[src/rtl/pop_sort_pkg.sv]
// Shared types and helpers for the parametrised population sorter.
// Latency: n/a (types, constants and an elaboration-time function only).
// Backpressure: n/a.
package pop_sort_pkg;

    // Sorter control states.
    typedef enum logic [1:0] {
        ST_IDLE = 2'd0,
        ST_SORT = 2'd1,
        ST_DONE = 2'd2
    } state_e;

    // Ordering modes for the compare/swap cells.
    localparam logic CMP_ASCENDING  = 1'b0;
    localparam logic CMP_DESCENDING = 1'b1;

    // Ceiling log2, used at elaboration to check the index width.
    function automatic int clog2(input int value);
        int r;
        r = 0;
        for (int i = 0; i < 31; i++) begin
            if ((1 << i) < value) begin
                r = i + 1;
            end
        end
        return r;
    endfunction

endpackage

[src/rtl/pop_cmp_swap.sv]
// Compare/swap cell: orders one adjacent (fit, idx) pair for the sort network.
// Latency: purely combinational, no state.
// Backpressure: none; outputs follow inputs.
// Ports: lo_*_i/hi_*_i = pair at slots (lo, hi); lo_*_o/hi_*_o = ordered pair;
//        swap_o = 1 when the pair was exchanged.
module pop_cmp_swap
    import pop_sort_pkg::*;
#(
    parameter int FIT_W      = 12,
    parameter int IDX_W      = 6,
    parameter bit DESCENDING = 1'b1
) (
    input  logic [FIT_W-1:0] lo_fit_i,
    input  logic [IDX_W-1:0] lo_idx_i,
    input  logic [FIT_W-1:0] hi_fit_i,
    input  logic [IDX_W-1:0] hi_idx_i,
    output logic [FIT_W-1:0] lo_fit_o,
    output logic [IDX_W-1:0] lo_idx_o,
    output logic [FIT_W-1:0] hi_fit_o,
    output logic [IDX_W-1:0] hi_idx_o,
    output logic             swap_o
);

    logic hi_ahead_fit;
    logic tie_hi_first;

    always_comb begin
        // Strictly better fitness in the high slot means it belongs lower.
        if (DESCENDING == CMP_DESCENDING) begin
            hi_ahead_fit = (hi_fit_i > lo_fit_i);
        end else begin
            hi_ahead_fit = (hi_fit_i < lo_fit_i);
        end
        // Equal fitness: lower population index goes first, keeping the order total.
        tie_hi_first = (hi_fit_i == lo_fit_i) && (hi_idx_i < lo_idx_i);
        swap_o       = hi_ahead_fit || tie_hi_first;

        if (swap_o) begin
            lo_fit_o = hi_fit_i;
            lo_idx_o = hi_idx_i;
            hi_fit_o = lo_fit_i;
            hi_idx_o = lo_idx_i;
        end else begin
            lo_fit_o = lo_fit_i;
            lo_idx_o = lo_idx_i;
            hi_fit_o = hi_fit_i;
            hi_idx_o = hi_idx_i;
        end
    end

endmodule

[src/rtl/pop_sorter_param.sv]
// Population sorter: odd-even transposition sort of N (fitness, index) pairs, early exit when stable.
// Latency: start at edge k, P<=N phases at edges k+1..k+P, done pulse in the cycle after edge k+P+1.
// Backpressure: none; wr_en/start are dropped while busy, reads are always served with 1-cycle latency.
// Ports: wr_en/wr_addr/wr_fit load a slot (IDLE only); start kicks off a sort; busy/done report progress;
//        rd_addr selects a rank, rd_idx/rd_fit return it one cycle later; phases holds the last sort's phase count.
module pop_sorter_param
    import pop_sort_pkg::*;
#(
    parameter int N          = 50,
    parameter int FIT_W      = 12,
    parameter int IDX_W      = 6,
    parameter bit DESCENDING = 1'b1
) (
    input  logic             clk,
    input  logic             rst_n,
    input  logic             wr_en,
    input  logic [IDX_W-1:0] wr_addr,
    input  logic [FIT_W-1:0] wr_fit,
    input  logic             start,
    output logic             busy,
    output logic             done,
    input  logic [IDX_W-1:0] rd_addr,
    output logic [IDX_W-1:0] rd_idx,
    output logic [FIT_W-1:0] rd_fit,
    output logic [IDX_W:0]   phases
);

    if (N < 1 || clog2(N) > IDX_W) begin : g_cfg_check
        $error("pop_sorter_param: N must be >= 1 and fit in IDX_W bits");
    end

    localparam logic [IDX_W:0] N_P   = (IDX_W+1)'(N);
    localparam logic [IDX_W:0] P_ONE = (IDX_W+1)'(1);
    localparam logic [IDX_W:0] P_TWO = (IDX_W+1)'(2);

    state_e state_q, state_d;

    logic [FIT_W-1:0] fit_q [N];
    logic [FIT_W-1:0] fit_d [N];
    logic [IDX_W-1:0] idx_q [N];
    logic [IDX_W-1:0] idx_d [N];

    logic [IDX_W:0]   p_q, p_d;
    logic             parity_q, parity_d;       // 0: even phase, 1: odd phase
    logic             prev_zero_q, prev_zero_d; // previous phase made no swaps
    logic [IDX_W:0]   phases_q, phases_d;
    logic             done_q, done_d;
    logic [IDX_W-1:0] rd_idx_q, rd_idx_d;
    logic [FIT_W-1:0] rd_fit_q, rd_fit_d;

    // Compare network: cell i orders slots (i, i+1). Even-numbered cells serve
    // even phases and odd-numbered cells serve odd phases; the last entry of
    // each array is a pass-through so the arrays stay N wide for any N.
    logic [FIT_W-1:0] lo_fit [N];
    logic [IDX_W-1:0] lo_idx [N];
    logic [FIT_W-1:0] hi_fit [N];
    logic [IDX_W-1:0] hi_idx [N];
    logic [N-1:0]     pair_swap;

    for (genvar i = 0; i < N; i++) begin : g_pair
        if (i < N - 1) begin : g_cmp
            pop_cmp_swap #(
                .FIT_W     (FIT_W),
                .IDX_W     (IDX_W),
                .DESCENDING(DESCENDING)
            ) u_cmp (
                .lo_fit_i(fit_q[i]),
                .lo_idx_i(idx_q[i]),
                .hi_fit_i(fit_q[i+1]),
                .hi_idx_i(idx_q[i+1]),
                .lo_fit_o(lo_fit[i]),
                .lo_idx_o(lo_idx[i]),
                .hi_fit_o(hi_fit[i]),
                .hi_idx_o(hi_idx[i]),
                .swap_o  (pair_swap[i])
            );
        end else begin : g_end
            assign lo_fit[i]    = fit_q[i];
            assign lo_idx[i]    = idx_q[i];
            assign hi_fit[i]    = fit_q[i];
            assign hi_idx[i]    = idx_q[i];
            assign pair_swap[i] = 1'b0;
        end
    end

    // Result of one phase at the current parity.
    logic [FIT_W-1:0] ph_fit [N];
    logic [IDX_W-1:0] ph_idx [N];
    logic             any_swap;

    always_comb begin
        ph_fit   = fit_q;
        ph_idx   = idx_q;
        any_swap = 1'b0;
        for (int s = 0; s < N; s++) begin
            if (1'(s) == parity_q) begin
                // Slot s is the low side of an active pair, unless it is the unpaired end.
                if (s < N - 1) begin
                    ph_fit[s] = lo_fit[s];
                    ph_idx[s] = lo_idx[s];
                    any_swap  = any_swap | pair_swap[s];
                end
            end else if (s > 0) begin
                // Slot s is the high side of the active pair starting at s-1.
                ph_fit[s] = hi_fit[(s > 0) ? s - 1 : 0];
                ph_idx[s] = hi_idx[(s > 0) ? s - 1 : 0];
            end
        end
    end

    // Next-state and datapath control.
    always_comb begin
        state_d     = state_q;
        p_d         = p_q;
        parity_d    = parity_q;
        prev_zero_d = prev_zero_q;
        phases_d    = phases_q;
        done_d      = 1'b0;
        fit_d       = fit_q;
        idx_d       = idx_q;

        case (state_q)
            ST_IDLE: begin
                // A write in the start cycle lands before the sort sees the data.
                if (wr_en) begin
                    for (int s = 0; s < N; s++) begin
                        if (wr_addr == IDX_W'(s)) begin
                            fit_d[s] = wr_fit;
                            idx_d[s] = IDX_W'(s);
                        end
                    end
                end
                if (start) begin
                    state_d     = ST_SORT;
                    p_d         = '0;
                    parity_d    = 1'b0;
                    prev_zero_d = 1'b0;
                end
            end
            ST_SORT: begin
                fit_d       = ph_fit;
                idx_d       = ph_idx;
                p_d         = p_q + P_ONE;
                parity_d    = ~parity_q;
                prev_zero_d = ~any_swap;
                // Two consecutive quiet phases cover every adjacent pair, so the order is final.
                if (p_d == N_P || (p_d >= P_TWO && !any_swap && prev_zero_q)) begin
                    state_d = ST_DONE;
                end
            end
            ST_DONE: begin
                done_d   = 1'b1;
                phases_d = p_q;
                state_d  = ST_IDLE;
            end
            default: begin
                state_d = ST_IDLE;
            end
        endcase
    end

    // Registered read port; addresses beyond the population read as zero.
    always_comb begin
        rd_idx_d = '0;
        rd_fit_d = '0;
        for (int s = 0; s < N; s++) begin
            if (rd_addr == IDX_W'(s)) begin
                rd_idx_d = idx_q[s];
                rd_fit_d = fit_q[s];
            end
        end
    end

    always_ff @(posedge clk) begin
        if (!rst_n) begin
            state_q     <= ST_IDLE;
            p_q         <= '0;
            parity_q    <= 1'b0;
            prev_zero_q <= 1'b0;
            phases_q    <= '0;
            done_q      <= 1'b0;
            rd_idx_q    <= '0;
            rd_fit_q    <= '0;
            for (int s = 0; s < N; s++) begin
                fit_q[s] <= '0;
                idx_q[s] <= IDX_W'(s);
            end
        end else begin
            state_q     <= state_d;
            p_q         <= p_d;
            parity_q    <= parity_d;
            prev_zero_q <= prev_zero_d;
            phases_q    <= phases_d;
            done_q      <= done_d;
            rd_idx_q    <= rd_idx_d;
            rd_fit_q    <= rd_fit_d;
            fit_q       <= fit_d;
            idx_q       <= idx_d;
        end
    end

    assign busy   = (state_q != ST_IDLE);
    assign done   = done_q;
    assign rd_idx = rd_idx_q;
    assign rd_fit = rd_fit_q;
    assign phases = phases_q;

endmodule

[config.mk]
export PLATFORM = sky130hd
export DESIGN_NAME = pop_sorter_param
export DESIGN_NICKNAME = d
export VERILOG_FILES = /design/src/rtl/pop_sort_pkg.sv /design/src/rtl/pop_cmp_swap.sv /design/src/rtl/pop_sorter_param.sv
export SDC_FILE = /design/constraint.sdc
export NUM_CORES = 2
export LEC_CHECK = 0
export BUFFER_PORTS_ARGS = -buffer_cell sky130_fd_sc_hd__clkbuf_2
export CAP_MARGIN = 10
export CORE_ASPECT_RATIO = 0.6
export CORE_MARGIN = 5
export CORE_UTILIZATION = 43
export DETAILED_ROUTE_END_ITERATION = 8
export PLACE_DENSITY = 0.59
export SLEW_MARGIN = 5
export SYNTH_ARGS = -nofsm -noshare
export SYNTH_HDL_FRONTEND = slang
export SYNTH_SLANG_ARGS = --single-unit
[constraint.sdc]
create_clock -name clk -period 3.2 [get_ports clk]
set_input_delay 0.32 -clock clk [delete_from_list [all_inputs] [get_ports clk]]
set_output_delay 0.32 -clock clk [all_outputs]
set_load 0.01 [all_outputs]
# Yosys cells after proc, flatten, opt, wreduce, memory -nomap -nowiden

Cells that the tools add are included.

Word-level logic and storage cells: 1,230
Memory bits (writable): 0
Memories kept: 0
Flip-flop bits (word level): 937
Output and inout bits: 27
Latch bits: 0
ROM bits: 0
Bits of input ports: 28

Shift operators: 0
Equality and inequality tests: 255
Multipliers: 0
Magnitude comparators: 99
Reductions and logical operators: 159
Divide/modulo/power cells: 0
Muxes and demuxes: 558
Add/sub/neg operators: 1
Bitwise gates (word level): 50

Operators with widths:

| cell                                                  | count |
|---|---|
| 2-to-1 mux 12 bit                                     | 248 |
| 2-to-1 mux 6 bit                                      | 248 |
| one-hot mux 600 bit (2 select lines)                  | 1 |
| 2-to-1 mux 600 bit                                    | 1 |
| one-hot mux 300 bit (2 select lines)                  | 1 |
| == test 12 bit                                        | 49 |
| greater-than comparator 12 bit                        | 49 |
| 2-to-1 mux 300 bit                                    | 1 |
| < comparator 6 bit                                    | 49 |
| AND reduction 5 bit                                   | 50 |
| == test 6 bit, second input constant                  | 36 |
| == test 6 x 5 -> 1 bit, second input constant         | 32 |
| inequality test 3 x 2 -> 1 bit, second input constant | 49 |
| inequality test 2 bit, second input constant          | 54 |
| == test 6 x 4 -> 1 bit, second input constant         | 16 |
| logical AND 1 bit                                     | 51 |
| 2-to-1 mux 1 bit                                      | 51 |
| logical OR 1 bit                                      | 50 |
| == test 6 x 3 -> 1 bit, second input constant         | 8 |
| OR 1 bit                                              | 48 |
| == test 6 x 2 -> 1 bit, second input constant         | 4 |
| one-hot mux 7 bit (2 select lines)                    | 1 |
| == test 6 x 1 -> 1 bit, second input constant         | 2 |
| zero test 6 bit                                       | 2 |
| other kinds (15)                                      | 21 |

# Depth between registers and ports, before layout

Depth after elaboration: 106
Mapped depth: 13
Gate-level depth less buffers: 11

# Modules after synthesis

From an unflattened synthesis, not the netlist that was laid out.

Cells, all modules: 11,604
Area, all modules: 99,376.6 um2

By module, submodules not included:

| module           | seq. area each (um2) | cells an instance | times used | area each (um2) |
|---|---|---|---|---|
| pop_sorter_param | 18,758.0             | 6,753             | 1          | 55,908.6 |
| pop_cmp_swap     | 0.0                  | 99                | 49         | 887.1 |

# Least setup slack after synthesis

No wires, ideal clock.

Kind: reg2reg
From: register fit_q[269] (netlist bit)
To: register idx_q[132] (netlist bit)
Data arrival time: 2,638 ps
Library setup time: 120 ps
Slack: 443 ps
Buffers on the path: 1
Stages on the path, launching flop included: 13
Period minus slack after synthesis: 2,757 ps
Required time: 3,080 ps
Cells stage by stage: dfxtp_1 inv_1 ha_1 a21o_1 a21o_1 a21oi_1 nor2_1 a2111oi_0 o21ai_1 o2111ai_1 buf_2 a21oi_1 a211o_1

Cells in the longest elaborated chain, start to end: 5
Elaborated cells on any way between the ends: 11
Classes of those cells: 2 x order compare; 4 x eq/ne; 5 x reduce/logical

RTL lines:

| what                                                                                   | RTL line                | source |
|---|---|---|
| start, declared                                                                        | pop_sorter_param.sv:38  | `logic [FIT_W-1:0] fit_q [N];` |
| start signal, assigned                                                                 | pop_sorter_param.sv:197 | `fit_q <= fit_d;` |
| parallel branches: the longest is 4 deep, another holds greater-than comparator 12 bit | --                      |  |
| AND reduction 5 bit (no source line) (*)                                               | --                      |  |
| end signal, assigned by index                                                          | pop_sorter_param.sv:186 | `idx_q[s] <= IDX_W'(s);` |
| end signal, assigned                                                                   | pop_sorter_param.sv:198 | `idx_q <= idx_d;` |
| end, declared                                                                          | pop_sorter_param.sv:40  | `logic [IDX_W-1:0] idx_q [N];` |

Every way passes the cells marked *.
A chain may end at the register's enable or synchronous reset.

# Final worst setup path

From: input rd_addr[3]
To: register rd_idx_q[4], in the netlist rd_idx[4]

Cells in the longest elaborated chain, start to end: 51
Elaborated cells on any way between the ends: 100
Classes of those cells: 49 x eq/ne; 50 x mux; 1 x reduce/logical

RTL lines:

| what                            | RTL line                | source |
|---|---|---|
| start, declared                 | pop_sorter_param.sv:22  | `input logic [IDX_W-1:0] rd_addr,` |
| zero test 6 bit                 | pop_sorter_param.sv:167 | `if (rd_addr == IDX_W'(s)) begin` |
| 2-to-1 mux 6 bit (49 in series) | pop_sorter_param.sv:167 |  |
| 2-to-1 mux 6 bit (*)            | pop_sorter_param.sv:167 |  |
| end signal, assigned            | pop_sorter_param.sv:195 | `rd_idx_q <= rd_idx_d;` |
| end, declared                   | pop_sorter_param.sv:48  | `logic [IDX_W-1:0] rd_idx_q, rd_idx_d;` |

Every way passes the cells marked *; elsewhere a longest branch is shown, timed or not.

==> results_dict.tcl <==
set metrics [dict create \
    cts_buffers 105 \
    io_buffers 54 \
    dr.pass1.iters 7 \
    setup_viol 56 \
    place.gp.congestion 1.04 \
    fin_crit_sh_pct 106 \
    final.fill_count 16512 \
    initial_core_util_pct 43.3 \
    cts.sinks 937 \
    crit_path_frequent_cell "a31oi_1" \
    hold_viol 0 \
    final_layout_size_suffix_gt1_share_pct 20.3 \
    die-height_um 335 \
    layout_setup_ws_ps -186 \
    synth_common_cells "mux2i_1 (1,379), nor2_1 (1,065), a21oi_1 (1,053)" \
    syn_area_um2 75900 \
    core_area_um2 175000 \
    setup-tns-final_ps -2320 \
    violations "negative setup slack" \
    clock_latency_ps 760 \
    worst_r2r_path_depth 12 \
    num-nets-final 11451 \
    grt_pass1_wl_um 549000 \
    grt.overflow.total 0 \
    grt_pass1_vias 76108 \
    seq_area_um2 18900 \
    ios 55 \
    vias 83531 \
    synth_top_area_share_pct 24.7 \
    synth_edf_count 0 \
    placed_area_um2 89200 \
    netlist_instances 9517 \
    power_mw 54.4 \
    antenna_found_initial 29 \
    areaGrowthSynthToFinish_pct 25.5 \
    maxCapViolCount 0 \
    cp.arrival_ps 4010 \
    cp_slowest_cell "o31ai_1" \
    clockBufferDepth 3 \
    slew_violations 0 \
    netlist_top_cells_area "dfxtp_1 (25%), mux2i_1 (18%), ha_1 (14%), a21oi_1 (6.9%), nor2_1 (5.3%)" \
    min_path_type "in2reg" \
    placementRows 119 \
    routed_wl_um 394000 \
    crit_cells 11 \
    htreeDepth 3 \
    status "complete, but fails checks" \
    synth-main-ff-cell "dfxtp_1" \
    drt_iter0_drc 12027 \
    fin_area_um2 95300 \
    holdPathStages 4 \
    grtUsageTotal_pct 39.7 \
    vias_per_cell 6.40 \
    drc 0 \
    grt_max_degree 199 \
    worstMarginPinSlew_ps 1430 \
    ys_warn_count 0 \
    slew_headroom_pct 4.51 \
    rsz0062_at_grt "yes" \
    p_per_area_nw_per_um2 571 \
    dp_hpwl_um 293000 \
    ys_ff_latch 937 \
    cts_tree "yes" \
    seq_area_frac_synth_pct 24.7 \
    wire_per_inst_um 30.2 \
    end_kind "flip-flop" \
    dieArea_um2 185000 \
    setup.worst_path.class "in2reg" \
    fp.dieW_um 552 \
    final_antenna_net_count 0 \
    cts.clk_slew.worst_paths_ps 60 \
    yosysMostFrequentCell "mux2i_1" \
    cp.buffers_inverters 3 \
    crit_path_cell_trace "clkbuf_2 > buf_4 > nor4bb_1 > buf_4 > nand2_1 > o22ai_1 > a31oi_1 > o31ai_1 > a31oi_1 > o21ai_1 > a31oi_1" \
    multiInputGateArea_um2 52800 \
    clockRootBuffer "clkbuf_16" \
    required_ps 3830 \
    period_needed_ps 3390 \
    slowest_delay_ps 600 \
    critPathLaunchType "input port" \
    ir_drop_mv 0.437 \
    syn_avg_cell_area_um2 7.98 \
    syn_nets 10380 \
    reg2reg_slack_ps -150 \
    clock_skew_ps 28.2 \
    p_leak_nw 38.3 \
    ys_types 108 \
    synth_top_area_cell "dfxtp_1" \
    critical_path.top_delay_family "compound AO/OA/AOI/OAI gates" \
    path_max_fanout 26 \
    async_flop_share_pct 0 \
    fmax_ghz 0.295 \
]
cells in the final DEF, fill, tap and decap left out, types with 48 or more instances in the layout:
cell type / count
nor3_1: 98
nand2b_1: 66
dfxtp_1: 842
clkbuf_16: 122
a211oi_1: 105
o21ai_0: 336
a22oi_1: 57
nand4_1: 137
nor2_1: 1037
o211ai_1: 200
ha_1: 808
a21oi_1: 1032
nand3_1: 78
o22ai_1: 133
nand2_1: 491
dfxtp_2: 85
a211o_1: 144
buf_4: 1374
o21ai_1: 50
clkbuf_2: 51
mux2i_1: 1375
inv_1: 846
a21o_1: 117
buf_12: 114
a221oi_1: 48
worst reg2reg max path, stage by stage (launching register included):
cell,delay (ps)
dfxtp_1,610
inv_1,120
ha_1,320
nand4_1,120
nor2_1,300
o21ai_0,330
o2111a_1,220
a31oi_1,140
buf_4,190
buf_4,130
o211ai_1,310
and3_1,310
o2bb2ai_1,110
report_power, final:
part	total, mW	switching [mW]	internal (mW)
clock network	13.2	5.91	7.32
registers	14.1	1.27	12.9
logic	27.0	16.2	10.8
through the flow:
stage	hold WS, ps	worst slack, ps	util [%]	cells
3_5_place_dp	482	-1380	50.9	12756
3_3_place_gp	477	-1350	50.9	12755
5_1_grt	99.1	-75.7	54.3	13040
2_1_floorplan	442	443	-	9517
6_report	107	-186	54.3	13048
4_1_cts	62.4	0.493	53.1	12956
final timing paths:
kind | from | end
worst max-delay path | rd_addr[3] | rd_idx[4]$_SDFF_PN0_
worst min-delay path | wr_fit[4] | fit_q[4]$_SDFFE_PN0P_
worst max register to register | fit_q[281]$_SDFFE_PN0P_ | state_q[1]$_SDFFE_PN0P_
worst min register to register | phases[2]$_SDFFE_PN0P_ | phases[2]$_SDFFE_PN0P_
routing by layer:
layer  global-route usage (%)  routed length, um  vias to the layer above  part of all wire (%)
met5                        0                163                        -                 0.041
met4                     12.6              13400                       24                   3.4
met3                     18.4              68700                      732                    17
met2                     48.6             138000                     5752                    35
met1                     59.2             173000                    40408                    44
li1                         -                  -                    36615                     -
cell families after synthesis:
group                      after synthesis  share of synthesized area, %
and+or+nand+nor                       2218                          13.2
DFF                                    937                          24.7
muxes                                 1393                          18.6
AOI/OAI and AO/OA                     2630                          21.9
adders and majority gates              835                          13.8
xor gates and xnor gates                 5                        0.0577
buffers and inverters                 1499                          7.77
cell type report:
class | instances | area share [%]
flip-flops and latches | 937 | 19.8
well taps | 2359 | 3.10
diodes | 15 | 0.0394
clock inverters | 37 | 0.435
multi-input cells | 7081 | 55.4
inverters | 865 | 3.42
clock buffers | 156 | 3.29
repair buffers | 1598 | 14.4
state kept, by name, summed over array words and instances, names as in the netlist:
signal       flops
prev_zero_q      1
rd_fit          12
parity_q         1
p_q              7
hi_idx           6
rd_idx           6
fit_q          600
idx_q          294
phases           7
done             1
state_q          2
what timing repair did:
action	CTS	global route
pin swaps	9	91
endpoints found under the hold margin	14	0
gates cloned	1	20
resized for setup	54	316
setup endpoints to repair	360	650
setup buffers	4	62
hold buffers	2	0
Note: power is estimated with default switching activity, not from simulation.
